### config.mk
export PLATFORM = sky130hd
export DESIGN_NAME = pps_burst_clkgen
export DESIGN_NICKNAME = d
export VERILOG_FILES = /design/src/rtl/pps_burst_clkgen.sv
export SDC_FILE = /design/constraint.sdc
export NUM_CORES = 1
export LEC_CHECK = 0
export BUFFER_PORTS_ARGS = -buffer_cell sky130_fd_sc_hd__buf_4
export CAP_MARGIN = 10
export CORE_UTILIZATION = 45
export CTS_BUF_LIST = sky130_fd_sc_hd__clkbuf_8
export DETAILED_ROUTE_END_ITERATION = 6
export GPL_ROUTABILITY_DRIVEN = 0
export GPL_TIMING_DRIVEN = 0
export PLACE_DENSITY_LB_ADDON = 0.15
export RECOVER_POWER = 100
export SYNTH_ARGS = -nofsm -noshare
export SYNTH_HDL_FRONTEND = slang
export SYNTH_SLANG_ARGS = --single-unit
export TNS_END_PERCENT = 30
### constraint.sdc
create_clock -name clock -period 4.3 [get_ports clock]
set_input_delay 0.86 -clock clock [delete_from_list [all_inputs] [get_ports clock]]
set_output_delay 0.86 -clock clock [all_outputs]
set_load 0.03 [all_outputs]
### src/rtl/pps_burst_clkgen.sv
// ---------------------------------------------------------------------------
// pps_burst_clkgen
//
// Multi-channel clock and trigger generator that starts on a PPS edge. Each
// channel latches a divide ratio and a burst length when it arms on a transmit
// request. It starts on the next synchronised PPS rising edge, then produces a
// 50% duty clock and a one-cycle tick at the start of every output period.
// A finite burst ends with a done pulse. A burst length of zero runs until
// the channel is aborted.
//
// Ports:
//   clock      10 MHz reference; all logic runs on its rising edge
//   reset_n    asynchronous active-low reset
//   pps        raw 1 Hz pulse, asynchronous to clock
//   div_ratio  per-channel clock cycles per period, CNT_W bits per channel
//   burst_len  per-channel periods per burst (0 = continuous), BURST_W bits
//   txrq       per-channel transmit request (level)
//   abort      per-channel abort (level)
//   busy       channel is armed or running
//   clk_out    generated clock
//   tick       one-cycle pulse at the start of each period
//   done       one-cycle pulse when a finite burst completes
// ---------------------------------------------------------------------------
module pps_burst_clkgen #(
  parameter int NUM_CH  = 2,
  parameter int CNT_W   = 24,
  parameter int BURST_W = 16
) (
  input  logic                       clock,
  input  logic                       reset_n,
  input  logic                       pps,
  input  logic [NUM_CH*CNT_W-1:0]    div_ratio,
  input  logic [NUM_CH*BURST_W-1:0]  burst_len,
  input  logic [NUM_CH-1:0]          txrq,
  input  logic [NUM_CH-1:0]          abort,
  output logic [NUM_CH-1:0]          busy,
  output logic [NUM_CH-1:0]          clk_out,
  output logic [NUM_CH-1:0]          tick,
  output logic [NUM_CH-1:0]          done
);

  typedef enum logic [1:0] {
    ST_IDLE  = 2'd0,
    ST_ARMED = 2'd1,
    ST_RUN   = 2'd2
  } state_t;

  logic pps_sync1;
  logic pps_sync2;
  logic pps_sync3;
  logic pps_edge;

  // Two flops resynchronise the raw PPS. The third flop delays the
  // synchronised level by one cycle so that a rising edge gives exactly one
  // pulse, however long pps stays high.
  always_ff @(posedge clock or negedge reset_n) begin
    if (!reset_n) begin
      pps_sync1 <= 1'b0;
      pps_sync2 <= 1'b0;
      pps_sync3 <= 1'b0;
    end else begin
      pps_sync1 <= pps;
      pps_sync2 <= pps_sync1;
      pps_sync3 <= pps_sync2;
    end
  end

  assign pps_edge = pps_sync2 & ~pps_sync3;

  for (genvar i = 0; i < NUM_CH; i++) begin : g_ch
    state_t             state_q, state_d;
    logic [CNT_W-1:0]   cnt_q, cnt_d;
    logic [CNT_W-1:0]   div_q, div_d;
    logic [BURST_W-1:0] rem_q, rem_d;
    logic [BURST_W-1:0] len_q, len_d;
    logic               clk_q, clk_d;
    logic               tick_q, tick_d;
    logic               done_q, done_d;
    logic [CNT_W-1:0]   div_in;
    logic [CNT_W-1:0]   div_sat;
    logic [BURST_W-1:0] len_in;
    logic               wrap;

    assign div_in  = div_ratio[i*CNT_W +: CNT_W];
    assign len_in  = burst_len[i*BURST_W +: BURST_W];
    // A period shorter than two cycles cannot have both a high phase and a
    // low phase, so ratios of 0 and 1 run as 2.
    assign div_sat = (div_in < CNT_W'(2)) ? CNT_W'(2) : div_in;
    assign wrap    = (cnt_q == div_q - CNT_W'(1));

    // Register stage for the channel state, counters, latched parameters
    // and outputs.
    always_ff @(posedge clock or negedge reset_n) begin
      if (!reset_n) begin
        state_q <= ST_IDLE;
        cnt_q   <= '0;
        div_q   <= '0;
        rem_q   <= '0;
        len_q   <= '0;
        clk_q   <= 1'b0;
        tick_q  <= 1'b0;
        done_q  <= 1'b0;
      end else begin
        state_q <= state_d;
        cnt_q   <= cnt_d;
        div_q   <= div_d;
        rem_q   <= rem_d;
        len_q   <= len_d;
        clk_q   <= clk_d;
        tick_q  <= tick_d;
        done_q  <= done_d;
      end
    end

    // Next-state and output logic. An abort during RUN also blocks the
    // outputs for that cycle, so clk_out and tick fall together with busy
    // and no done pulse appears.
    always_comb begin
      state_d = state_q;
      cnt_d   = cnt_q;
      div_d   = div_q;
      rem_d   = rem_q;
      len_d   = len_q;
      clk_d   = 1'b0;
      tick_d  = 1'b0;
      done_d  = 1'b0;
      case (state_q)
        ST_IDLE: begin
          cnt_d = '0;
          rem_d = '0;
          if (txrq[i] && !abort[i]) begin
            state_d = ST_ARMED;
            div_d   = div_sat;
            len_d   = len_in;
          end
        end
        ST_ARMED: begin
          if (abort[i]) begin
            state_d = ST_IDLE;
          end else if (pps_edge) begin
            state_d = ST_RUN;
            cnt_d   = '0;
            rem_d   = len_q;
          end
        end
        ST_RUN: begin
          if (abort[i]) begin
            state_d = ST_IDLE;
            cnt_d   = '0;
            rem_d   = '0;
          end else begin
            tick_d = (cnt_q == '0);
            clk_d  = (cnt_q < (div_q >> 1));
            if (wrap) begin
              cnt_d = '0;
              if (len_q != '0) begin
                rem_d = rem_q - BURST_W'(1);
                if (rem_q == BURST_W'(1)) begin
                  done_d  = 1'b1;
                  state_d = ST_IDLE;
                end
              end
            end else begin
              cnt_d = cnt_q + CNT_W'(1);
            end
          end
        end
        default: begin
          state_d = ST_IDLE;
          cnt_d   = '0;
          rem_d   = '0;
        end
      endcase
    end

    // busy follows the state register directly. It drops on the first idle
    // cycle, the same cycle as done.
    assign busy[i]    = (state_q != ST_IDLE);
    assign clk_out[i] = clk_q;
    assign tick[i]    = tick_q;
    assign done[i]    = done_q;
  end

endmodule

==> results.yml <==
outcome:
  status: "complete, but fails checks"
  violations: "max-capacitance violations, max-slew violations"
global_routing:
  grt_pass1_vias: 9859
  grt_first_pass_wirelength_mm: 51.5
  grt_overflow_total: 0
  track_usage_pct: 24.3
  antenna_found_initial: 0
  grt_max_degree: 101
place:
  dpl.cell_count: 1732
  dpl_worst_slack_ns: -0.0250
  dp_hpwl_mm: 23.9
  numPortBuffers: 94
routing:
  post-route-drc-count: 0
  avgViaCountPerCell: 5.85
  via_count: 10314
  first_iter_violations: 686
  totalWireLength_mm: 31.4
  route.met2.wl_mm: 14.6
  m1WireLength_mm: 14.4
  dr_wl_met3_mm: 1.51
  top_layer_used: "met4"
  wl_per_cell_um: 17.8
  first_pass_iters: 7
  drtAntennaViolNets: 0
sta:
  post-route-period-util_pct: 93.6
  finalHoldViolations: 0
  finalSetupViolations: 0
  whs_ns: 0.359
  rsz0062_at_grt: "no"
  period_minus_slack_ns: 4.03
  skew_ns: 0.0310
  setup_ws_ns: 0.274
  slew_viol_final: 75
  fmax_ghz: 0.248
  max-slew-margin-rel_pct: -23.5
  worst_pin_slew_ns: 1.85
yosys:
  synthSimpleGateAreaFrac_pct: 22.9
  synth_nets: 1454
  synth_compound_gate_area_share_pct: 14.0
  synth_top_family_by_area: "simple AND/OR/NAND/NOR gates"
  synth_edf_count: 0
  yosysUniqueCellTypes: 76
  synthAdderAreaFrac_pct: 6.36
  synth_area_um2: 11800
  yosys.area.top_type: "dfrtp_1"
  synth_top_area_share_pct: 36.7
  synth_ff_type: "dfrtp_1"
  synth.mux.area_fraction_pct: 8.21
  synthCells: 1307
  ys_ff_latch: 173
  avgSynthCellArea_um2: 9.04
  synthTopCellsByArea: "dfrtp_1, mux2_2, ha_1"
  async_flop_share_pct: 100
  ys_seq_area_share_pct: 36.7
  synth_warnings: 0
  synth_xor_area_share_pct: 6.65
layout:
  instances_no_fill: 1764
  area_growth_syn_to_layout_pct: 12.6
  antenna_cells: 0
  nNetsFinal: 1568
  drive_gt1_share_pct: 16.1
  layout_common_cells: "dfrtp_1, nand2_1, nor2_1"
  final_common_cell: "dfrtp_1"
pwr:
  p_leak_nw: 5.88
  power_mw: 7.27
  ir_drop_mv: 0.296
  p_per_area_nw_per_um2: 547
clocking:
  ctsRootBufferMaster: "clkbuf_8"
  clockBufferDepth: 2
  insertion_delay_ns: 0.49
  cts_sinks: 173
  postCtsSetupBuffers: 0
  clkTransAtPathRegs_ns: 0.11
  cts_buffers: 17
  postCtsHoldBufs: 0
  htree_levels: 4
  cts_tree: "yes"
critical_path:
  critPathLaunchType: "register"
  arrival_ns: 4.39
  r2r-end: "g_ch[0].rem_q[14]$_DFFE_PN0P_"
  required_ns: 4.67
  cp_max_fo: 9
  r2r_cells: 9
  crit_slowest_cell: "or4_1"
  critPathCaptureType: "register"
  max_stage_delay_ns: 0.64
  crit_type: "register to register"
  reg2reg_slack_ns: 0.27
  crit_path_cell_trace: "clkbuf_1 -> or4_1 -> or4b_1 -> a2111oi_0 -> a2bb2oi_2 -> nand3b_1 -> nor4_2 -> o21ai_1 -> a22o_1"
  regToRegStartpoint: "g_ch[0].div_q[15]$_DFFE_PN0P_"
worst_hold_path:
  hp-start: "pps_sync1$_DFF_PN0_"
  hp-class: "register to register"
  holdPathEnd: "pps_sync2$_DFF_PN0_"
  hold_path_depth: 0
floorplan:
  core_area_um2: 25500
  io_pins: 95
  die-area_um2: 26900
  die_w_um: 164
  initial_core_util_pct: 46.4
  fp-row-count: 58
  die_h_um: 164
run:
  cap_violations: 1
==> per-layer routing <==
layer | vias to the layer above | GRT usage [%]
met5 | - | 0
met4 | 0 | 7.66
met3 | 58 | 4.02
met2 | 345 | 39.6
met1 | 4923 | 33.0
li1 | 4988 | -
==> cell families (layout without fill, tap and decap cells) <==
family                     Yosys count  in the layout
and+or+nand+nor                    510            510
DFF                                173            173
muxes                               87             87
adders and majority gates           60             60
AOI/OAI and AO/OA                  238            238
xor gates and xnor gates            88             88
buffers and inverters              151            278
==> worst max path at each step <==
stage	startpoint	to	slack, ns	cells past startpoint
floorplan	g_ch[1].div_q[0]$_DFFE_PN0P_	g_ch[1].rem_q[10]$_DFFE_PN0P_	0.79	13
global placement	g_ch[0].div_q[2]$_DFFE_PN0P_	g_ch[0].cnt_q[18]$_DFFE_PN0P_	-0.04	10
detailed placement	g_ch[0].div_q[2]$_DFFE_PN0P_	g_ch[0].cnt_q[21]$_DFFE_PN0P_	-0.03	10
CTS	g_ch[0].div_q[0]$_DFFE_PN0P_	g_ch[0].cnt_q[21]$_DFFE_PN0P_	0.04	11
global route	g_ch[1].div_q[0]$_DFFE_PN0P_	g_ch[1].rem_q[14]$_DFFE_PN0P_	0.05	13
finish	g_ch[0].div_q[15]$_DFFE_PN0P_	g_ch[0].rem_q[14]$_DFFE_PN0P_	0.27	9
==> cells in the mapped netlist (7+ instances only) <==
| cell type | number |
|---|---|
| a211oi_1 | 7 |
| a21o_1 | 22 |
| a21oi_1 | 33 |
| a22oi_1 | 13 |
| a31oi_1 | 10 |
| and2_1 | 13 |
| and3_1 | 16 |
| and4_1 | 8 |
| clkbuf_1 | 59 |
| dfrtp_1 | 173 |
| ha_1 | 60 |
| inv_1 | 77 |
| mux2_2 | 78 |
| mux2i_1 | 8 |
| nand2_1 | 101 |
| nand2b_1 | 12 |
| nand3_1 | 65 |
| nand3b_1 | 7 |
| nand4_1 | 29 |
| nor2_1 | 96 |
| nor2b_1 | 15 |
| nor3_1 | 43 |
| nor4_1 | 51 |
| o211ai_1 | 7 |
| o21a_1 | 8 |
| o21ai_0 | 48 |
| o21ai_1 | 9 |
| o22ai_1 | 8 |
| o31ai_1 | 13 |
| or2_2 | 7 |
| or4_1 | 13 |
| xnor2_1 | 42 |
| xor2_1 | 45 |
==> registers in the layout, summed over array words and instances, names as in the netlist <==
signal	count
g_ch.cnt_q	48
g_ch.div_q	48
g_ch.len_q	32
g_ch.rem_q	32
g_ch.state_q	4
g_ch.clk_q	2
g_ch.done_q	2
g_ch.tick_q	2
pps_sync1	1
pps_sync2	1
pps_sync3	1
==> power by group <==
part           total (mW)  internal, mW  switching (mW)
registers            2.72          2.10           0.624
clock network        1.18         0.443           0.733
logic                3.38          1.43            1.95
total                7.27          3.97            3.30
==> worst max-delay path: cells and delay by family, from the launching register on <==
kind            cells  cell delay, ns
compound gates      4            1.51
buf+inv             1            0.21
flops               1            0.37
simple gates        4            1.84
==> layout make-up <==
type,instances,area [um2]
Clock inverter,15,169
Sequential cell,173,4330
Buffer,73,330
Clock buffer,17,234
Tap cell,330,413
Multi-Input combinational cell,983,6850
Inverter,78,293
Timing Repair Buffer,95,681
Fill cell,2411,12200
==> metrics by stage <==
stage | setup TNS [ns] | cell area, um2 | utilization, %
2_1_floorplan | 0 | 11800 | -
3_5_place_dp | -0.323 | 13000 | 50.9
4_1_cts | 0 | 13400 | 52.5
5_1_grt | 0 | 13300 | 52.2
6_report | 0 | 13300 | 52.2
3_3_place_gp | -0.517 | 12900 | 50.8
==> timing repair <==
action,CTS,global route
setup endpoints to repair,20,35
pin swaps,0,0
resized for setup,1,8
Note: power is estimated with default switching activity, not from simulation.
